--- config.mk ---
export PLATFORM = sky130hd
export DESIGN_NAME = uart_cmd_decoder
export DESIGN_NICKNAME = d
export VERILOG_FILES = /design/src/rtl/uart_cmd_pkg.sv /design/src/rtl/cmd_timeout_timer.sv /design/src/rtl/uart_cmd_decoder.sv
export SDC_FILE = /design/constraint.sdc
export NUM_CORES = 1
export LEC_CHECK = 0
export CORE_MARGIN = 4
export CORE_UTILIZATION = 51
export CTS_CLUSTER_DIAMETER = 200
export DETAILED_ROUTE_END_ITERATION = 16
export GPL_TIMING_DRIVEN = 1
export PLACE_DENSITY = 0.8
export SKIP_LAST_GASP = 1
export SLEW_MARGIN = 20
export SYNTH_ARGS = -nofsm -noshare
export SYNTH_HDL_FRONTEND = slang
export SYNTH_SLANG_ARGS = --single-unit
--- constraint.sdc ---
create_clock -name clk -period 3.1 [get_ports clk]
set_clock_uncertainty 0.05 [all_clocks]
set_input_delay 0.62 -clock clk [delete_from_list [all_inputs] [get_ports clk]]
set_output_delay 0.62 -clock clk [all_outputs]
set_load 0.03 [all_outputs]
--- src/rtl/uart_cmd_pkg.sv ---
// rtl/uart_cmd_pkg.sv - opcodes, FSM state type and helpers for the UART debug command engine
package uart_cmd_pkg;

    localparam logic [7:0] CMD_HALT   = 8'h00;
    localparam logic [7:0] CMD_RESUME = 8'h01;
    localparam logic [7:0] CMD_WRITE  = 8'h02;
    localparam logic [7:0] CMD_READ   = 8'h03;

    typedef enum logic [3:0] {
        ST_IDLE,
        ST_ADDR_HI,
        ST_ADDR_LO,
        ST_WDATA,
        ST_BUS_WR,
        ST_BUS_RD,
        ST_RD_WAIT,
        ST_TX_REQ,
        ST_TX_WAIT
    } cmd_state_t;

    // Error counter increment that sticks at 8'hFF.
    function automatic logic [7:0] sat_inc8(input logic [7:0] v);
        return (v == 8'hFF) ? v : v + 8'd1;
    endfunction

endpackage

--- src/rtl/cmd_timeout_timer.sv ---
// rtl/cmd_timeout_timer.sv - inter-byte idle timer for the UART command parser
// Ports: clk, rst (async, active-high); clear zeroes the count; enable advances it;
//        expired is high while the count equals TIMEOUT_CYCLES.
module cmd_timeout_timer #(
    parameter int TIMEOUT_CYCLES = 20000
) (
    input  logic clk,
    input  logic rst,
    input  logic clear,
    input  logic enable,
    output logic expired
);

    localparam int CW = $clog2(TIMEOUT_CYCLES + 1);
    localparam logic [CW-1:0] LAST = CW'(TIMEOUT_CYCLES);

    logic [CW-1:0] count;

    assign expired = (count == LAST);

    always_ff @(posedge clk or posedge rst) begin
        if (rst) begin
            count <= '0;
        end else if (clear) begin
            count <= '0;
        end else if (enable && !expired) begin
            count <= count + 1'b1;
        end
    end

endmodule

--- src/rtl/uart_cmd_decoder.sv ---
// rtl/uart_cmd_decoder.sv - UART byte command engine driving the CPU/PPU memory bus
// Ports: clk, rst (async, active-high); rx_valid/rx_data from UART_RX;
//        tx_start/tx_data to UART_TX with tx_active/tx_done back; bus_addr/bus_wdata/
//        bus_we/bus_re/bus_rdata memory bus; cpu_halt, busy, err_count status.
module uart_cmd_decoder
    import uart_cmd_pkg::*;
#(
    parameter int         RD_LATENCY     = 1,
    parameter int         TIMEOUT_CYCLES = 20000,
    parameter logic [7:0] NOHALT_RD_BYTE = 8'hEE
) (
    input  logic        clk,
    input  logic        rst,
    input  logic        rx_valid,
    input  logic [7:0]  rx_data,
    output logic        tx_start,
    output logic [7:0]  tx_data,
    input  logic        tx_active,
    input  logic        tx_done,
    output logic [15:0] bus_addr,
    output logic [7:0]  bus_wdata,
    output logic        bus_we,
    output logic        bus_re,
    input  logic [7:0]  bus_rdata,
    output logic        cpu_halt,
    output logic        busy,
    output logic [7:0]  err_count
);

    localparam int RW = $clog2(RD_LATENCY + 1);
    localparam logic [RW-1:0] RD_LAST = RW'(RD_LATENCY);

    cmd_state_t    state, state_n;
    logic [7:0]    opcode, opcode_n;
    logic [15:0]   addr_n;
    logic [7:0]    wdata_n;
    logic [7:0]    txd_n;
    logic          halt_n;
    logic          err_inc;
    logic [RW-1:0] rd_cnt, rd_cnt_n;
    logic          in_arg_state;
    logic          expired;

    assign in_arg_state = (state == ST_ADDR_HI) || (state == ST_ADDR_LO) || (state == ST_WDATA);
    assign busy         = (state != ST_IDLE);

    // Held at zero outside the argument states so every command starts a fresh window.
    cmd_timeout_timer #(.TIMEOUT_CYCLES(TIMEOUT_CYCLES)) u_timer (
        .clk     (clk),
        .rst     (rst),
        .clear   (rx_valid || !in_arg_state),
        .enable  (in_arg_state),
        .expired (expired)
    );

    always_ff @(posedge clk or posedge rst) begin
        if (rst) begin
            state     <= ST_IDLE;
            opcode    <= 8'h00;
            bus_addr  <= 16'h0000;
            bus_wdata <= 8'h00;
            tx_data   <= 8'h00;
            cpu_halt  <= 1'b0;
            err_count <= 8'h00;
            rd_cnt    <= '0;
        end else begin
            state     <= state_n;
            opcode    <= opcode_n;
            bus_addr  <= addr_n;
            bus_wdata <= wdata_n;
            tx_data   <= txd_n;
            cpu_halt  <= halt_n;
            err_count <= err_inc ? sat_inc8(err_count) : err_count;
            rd_cnt    <= rd_cnt_n;
        end
    end

    always_comb begin
        state_n  = state;
        opcode_n = opcode;
        addr_n   = bus_addr;
        wdata_n  = bus_wdata;
        txd_n    = tx_data;
        halt_n   = cpu_halt;
        rd_cnt_n = rd_cnt;
        err_inc  = 1'b0;
        bus_we   = 1'b0;
        bus_re   = 1'b0;
        tx_start = 1'b0;

        case (state)
            ST_IDLE: begin
                if (rx_valid) begin
                    case (rx_data)
                        CMD_HALT:   halt_n = 1'b1;
                        CMD_RESUME: halt_n = 1'b0;
                        CMD_WRITE, CMD_READ: begin
                            opcode_n = rx_data;
                            state_n  = ST_ADDR_HI;
                        end
                        default:    err_inc = 1'b1;
                    endcase
                end
            end
            // A byte arriving in the expiry cycle takes priority over the timeout.
            ST_ADDR_HI: begin
                if (rx_valid) begin
                    addr_n[15:8] = rx_data;
                    state_n      = ST_ADDR_LO;
                end else if (expired) begin
                    err_inc = 1'b1;
                    state_n = ST_IDLE;
                end
            end
            ST_ADDR_LO: begin
                if (rx_valid) begin
                    addr_n[7:0] = rx_data;
                    if (opcode == CMD_WRITE) begin
                        state_n = ST_WDATA;
                    end else if (cpu_halt) begin
                        state_n = ST_BUS_RD;
                    end else begin
                        txd_n   = NOHALT_RD_BYTE;
                        err_inc = 1'b1;
                        state_n = ST_TX_REQ;
                    end
                end else if (expired) begin
                    err_inc = 1'b1;
                    state_n = ST_IDLE;
                end
            end
            ST_WDATA: begin
                if (rx_valid) begin
                    wdata_n = rx_data;
                    if (cpu_halt) begin
                        state_n = ST_BUS_WR;
                    end else begin
                        err_inc = 1'b1;
                        state_n = ST_IDLE;
                    end
                end else if (expired) begin
                    err_inc = 1'b1;
                    state_n = ST_IDLE;
                end
            end
            ST_BUS_WR: begin
                bus_we  = 1'b1;
                state_n = ST_IDLE;
            end
            // Single read strobe per command: PPU status/data reads have side effects.
            ST_BUS_RD: begin
                bus_re   = 1'b1;
                rd_cnt_n = RW'(1);
                state_n  = ST_RD_WAIT;
            end
            ST_RD_WAIT: begin
                if (rd_cnt == RD_LAST) begin
                    txd_n   = bus_rdata;
                    state_n = ST_TX_REQ;
                end else begin
                    rd_cnt_n = rd_cnt + 1'b1;
                end
            end
            ST_TX_REQ: begin
                if (!tx_active) begin
                    tx_start = 1'b1;
                    state_n  = ST_TX_WAIT;
                end
            end
            ST_TX_WAIT: begin
                if (tx_done) begin
                    state_n = ST_IDLE;
                end
            end
            default: state_n = ST_IDLE;
        endcase

        // The engine cannot accept a new byte while it owns the bus or the transmitter.
        if (rx_valid && (state == ST_BUS_WR || state == ST_BUS_RD || state == ST_RD_WAIT ||
                         state == ST_TX_REQ || state == ST_TX_WAIT)) begin
            err_inc = 1'b1;
        end
    end

endmodule

==> summary.txt <==
Status
  • Result of the run: completed

Yosys
  • Dominant combinational cell family by area after synthesis: simple AND/OR/NAND/NOR gates
  • Gate count of the mapped netlist: 276
  • Multiplexer area fraction after synthesis: 10.0%
  • Xor/xnor share of the synthesized area: 4.99%
  • Number of flops mapped to enable cells by yosys: 0
  • Count of unique library cells instantiated by Yosys: 52
  • Synth Net Count: 300
  • Count of state elements after synthesis: 69
  • Sequential area share after synthesis: 54.7%
  • Arithmetic-cell share of the synthesized area counting full adders, half adders and majority gates: 1.19%
  • Number of warning messages in the yosys log: 0
  • Most common flop cell mapped by yosys: dfrtp_1
  • Complex-gate fraction of the synthesized area: 8.56%
  • Share of flip-flops with an asynchronous set or reset: 100%
  • Fraction of the mapped netlist area in simple logic gates: 18.5%
  • Mean post-synth cell area: 11.4 sq um
  • Synthesized cell area: 3160 sq um

STA
  • Setup TNS: 0 ns
  • Final count of negative-setup-slack endpoints: 0
  • Peak Freq: 344 MHz
  • Setup repair after global routing missed its margin: false
  • Final period util: 93.7%
  • Relative slew slack: 44.1%
  • Final critical-path required period: 2.91 ns
  • Transition time of the tightest slew-check pin: 0.838 ns
  • Total count of max-transition violations in the final report: 0
  • Endpoints failing hold: 0

Worst setup path
  • Endpoint of the lowest-slack register-to-register path: err_count[6]$_DFFE_PP0P_
  • Reg2reg path depth: 6
  • Max FO, Critical Path: 15
  • Chain of cells forming the critical path: nand3b_1 -> nor3b_1 -> clkdlybuf4s50_1
  • Launch instance of the worst register-to-register path: state[1]$_DFFE_PP0P_
  • Sum of buffers and inverters on the critical path: 1
  • Data required time at the worst endpoint: 2.43 ns
  • Element type at the critical path end: output pin
  • Critical-path cell with the highest stage delay: clkdlybuf4s50_1
  • Worst Setup Path Type: register to output pin
  • Arrival time at the worst endpoint: 2.24 ns
  • Startpoint types: register
  • Worst path max stage delay: 0.74 ns
  • Family of cells with the greatest summed delay on the critical path: buffers and inverters
  • Slack of the worst reg-to-reg path: 0.68 ns

Placement
  • Port buffer count: 65
  • Routability Congestion: 0.745
  • Post-detailed-placement half-perimeter wirelength: 4860 microns
  • Total instance count after detailed placement: 412

Floorplanning
  • Die boundary width: 86.7 microns
  • Area of the die: 7520 sq um
  • Core box area: 5960 sq um
  • Initial standard-cell utilization of the core: 53.0%
  • Total I/O pin count: 66
  • Number of cell rows: 28
  • Die Y: 86.7 microns

Detailed routing
  • Routed wire length per instance: 15.9 microns
  • Wire length reported by the detailed router: 6760 microns
  • Final antenna-violating net count: 0
  • First-iteration detailed-routing DRC count: 134
  • DRC violations left: 0
  • Drt pass-1 iters: 5
  • Routed via count: 2,340
  • Number of vias per cell after detailed routing: 5.49

Clocking
  • Clock transition at the register clock pins on the worst setup and hold paths after CTS: 0.07 ns
  • Hold buffer count at CTS: 0
  • Clk sink count: 69
  • Total CTS buffers: 9
  • Postcts setup bufs: 0
  • Clk Latency, worst-skew pair: 0.34 ns
  • # H-tree levels: 3
  • Resized Gates After CTS: 0
  • Clock tree from TritonCTS: built
  • CTS Buffer Depth: 2
  • Buffer type at the clock tree root: clkbuf_8

Cells and area
  • Layout filler cell count: 463
  • Sequential cell area: 1730 sq um
  • Count of non-filler cells in the finished layout: 426
  • Total area of multi-input combinational cells: 1370 sq um
  • Final net count: 372
  • Layout cell share with drive strength beyond 1: 14.0%
  • Antenna diodes: 0
  • Synth-to-Final Area Change: 28.1%

Power
  • Leakage power of the design: 0.00170 uW
  • Ratio of total power to cell area: 736 nW/um^2
  • Worst vdd rail ir drop: 581 uV

GRT
  • Global Route Usage Sum: 20.3%
  • Number of antenna violations at the first check in global routing: 0
  • Vias in the first global route: 2,482
  • Global-route wire length before repair: 11,900 microns
  • Overall overflow remaining after global route: 0
  • Pin count of the biggest net entering global routing: 70

Worst hold path
  • Origin of the worst min-delay path: tx_data[1]$_DFFE_PP0P_
  • Class of the worst hold path: register to register
  • Hold-critical path endpoint: tx_data[1]$_DFFE_PP0P_
  • Hold path cells: 1

Flow run
  • Max-capacitance violation count: 0
[power by group]
part           total [uW]  switching (uW)  internal, uW  leakage [uW]
Clock                 588             310           278     0.0000788
Combinational        1150             626           523      0.000733
Sequential           1240             152          1090      0.000889
Total                2980            1090          1890       0.00170
[cell usage after synthesis (3+ instances only)]
| library cell | instances | area share, % |
|---|---|---|
| nor4b_1 | 3 | 0.83 |
| ha_1 | 3 | 1.2 |
| nand2b_1 | 8 | 1.6 |
| nor2_1 | 23 | 2.7 |
| xor2_1 | 9 | 2.5 |
| nand3b_1 | 4 | 0.95 |
| nor3_1 | 5 | 0.79 |
| clkbuf_1 | 6 | 0.71 |
| nand4_1 | 6 | 1.2 |
| inv_1 | 9 | 1.1 |
| o22a_1 | 6 | 1.7 |
| a21oi_1 | 6 | 0.95 |
| o21ai_0 | 8 | 1.3 |
| dfrtp_1 | 69 | 55 |
| xnor2_1 | 9 | 2.5 |
| nand2_1 | 18 | 2.1 |
| nand3_1 | 10 | 1.6 |
| and2_1 | 7 | 1.4 |
| mux2_2 | 23 | 8.2 |
[through the flow]
stage	instance area, sq um	hold slack [ns]	setup WS [ns]	util, %	power [uW]
2_1_floorplan	3160	0.375	0.690	-	1910
3_3_place_gp	3900	0.399	0.255	65.5	2400
3_5_place_dp	3900	0.424	0.185	65.5	2410
4_1_cts	4050	0.442	0.182	67.9	3010
5_1_grt	4050	0.456	0.0721	67.9	3150
6_report	4050	0.437	0.194	67.9	2980
[area by class of cell]
type / instances / share of cell area [%]
timing repair buffer: 69 / 16.8
inverter: 9 / 0.835
clock buffer: 11 / 3.25
sequential: 69 / 42.7
clock inverter: 3 / 0.371
multi-input combinational: 190 / 33.7
tap: 75 / 2.32
[layout by cell type (no fill, tap or decap), drive strengths merged, types with 6 or more instances in the layout]
cell type / synthesis / routed
nor3: 6 / 6
nand2: 18 / 18
and2: 7 / 7
a21oi: 6 / 6
nand4: 6 / 6
o22a: 6 / 6
nand3: 10 / 10
dfrtp: 69 / 69
mux2: 26 / 26
o21ai: 8 / 8
inv: 9 / 9
xnor2: 9 / 9
clkdlybuf4s50: 0 / 65
nand2b: 8 / 8
clkbuf: 6 / 11
nor2: 23 / 23
xor2: 9 / 9
[how the worst max path moves through the flow]
stage | startpoint | end | slack, ns | cells past startpoint
after detailed placement | rx_data[3] | opcode[0]$_DFFE_PP0P_ | 0.19 | 6
after global placement | rx_data[2] | opcode[0]$_DFFE_PP0P_ | 0.26 | 6
after global routing | state[2]$_DFFE_PP0P_ | tx_start | 0.07 | 3
after floorplan | rst | bus_addr[0]$_DFFE_PP0P_ | 0.69 | 1
after CTS | state[2]$_DFFE_PP0P_ | tx_start | 0.18 | 3
final | state[2]$_DFFE_PP0P_ | tx_start | 0.19 | 3
[worst register-to-register path: cells and delay by family, from the launching register on]
family	cells	cell delay [ns]
AO/OA/AOI/OAI	2	0.62
AND/OR/NAND/NOR	2	0.56
buffers and inverters	1	0.22
flip-flops	1	0.49
multiplexers	1	0.36
[per-layer routing]
metal	part of all wire, %	vias up	GRT usage (%)
met4	1.6	0	6.09
met3	8.0	14	8.94
li1	-	1134	-
met5	0	-	0
met1	45	1132	26.4
met2	46	60	30.8
[registers in the layout (all words and copies together) (netlist names)]
signal	cells
bus_addr	16
u_timer.count	15
bus_wdata	8
err_count	8
opcode	8
tx_data	8
state	4
cpu_halt	1
rd_cnt	1
[kinds of logic after synthesis]
family	after synthesis
flip-flops	69
XOR/XNOR	18
adder cells (fa/ha/maj)	3
AND/OR/NAND/NOR	104
AO/OA/AOI/OAI	37
buffers and inverters	17
multiplexers	28
Power figures use the tool's default switching activity.
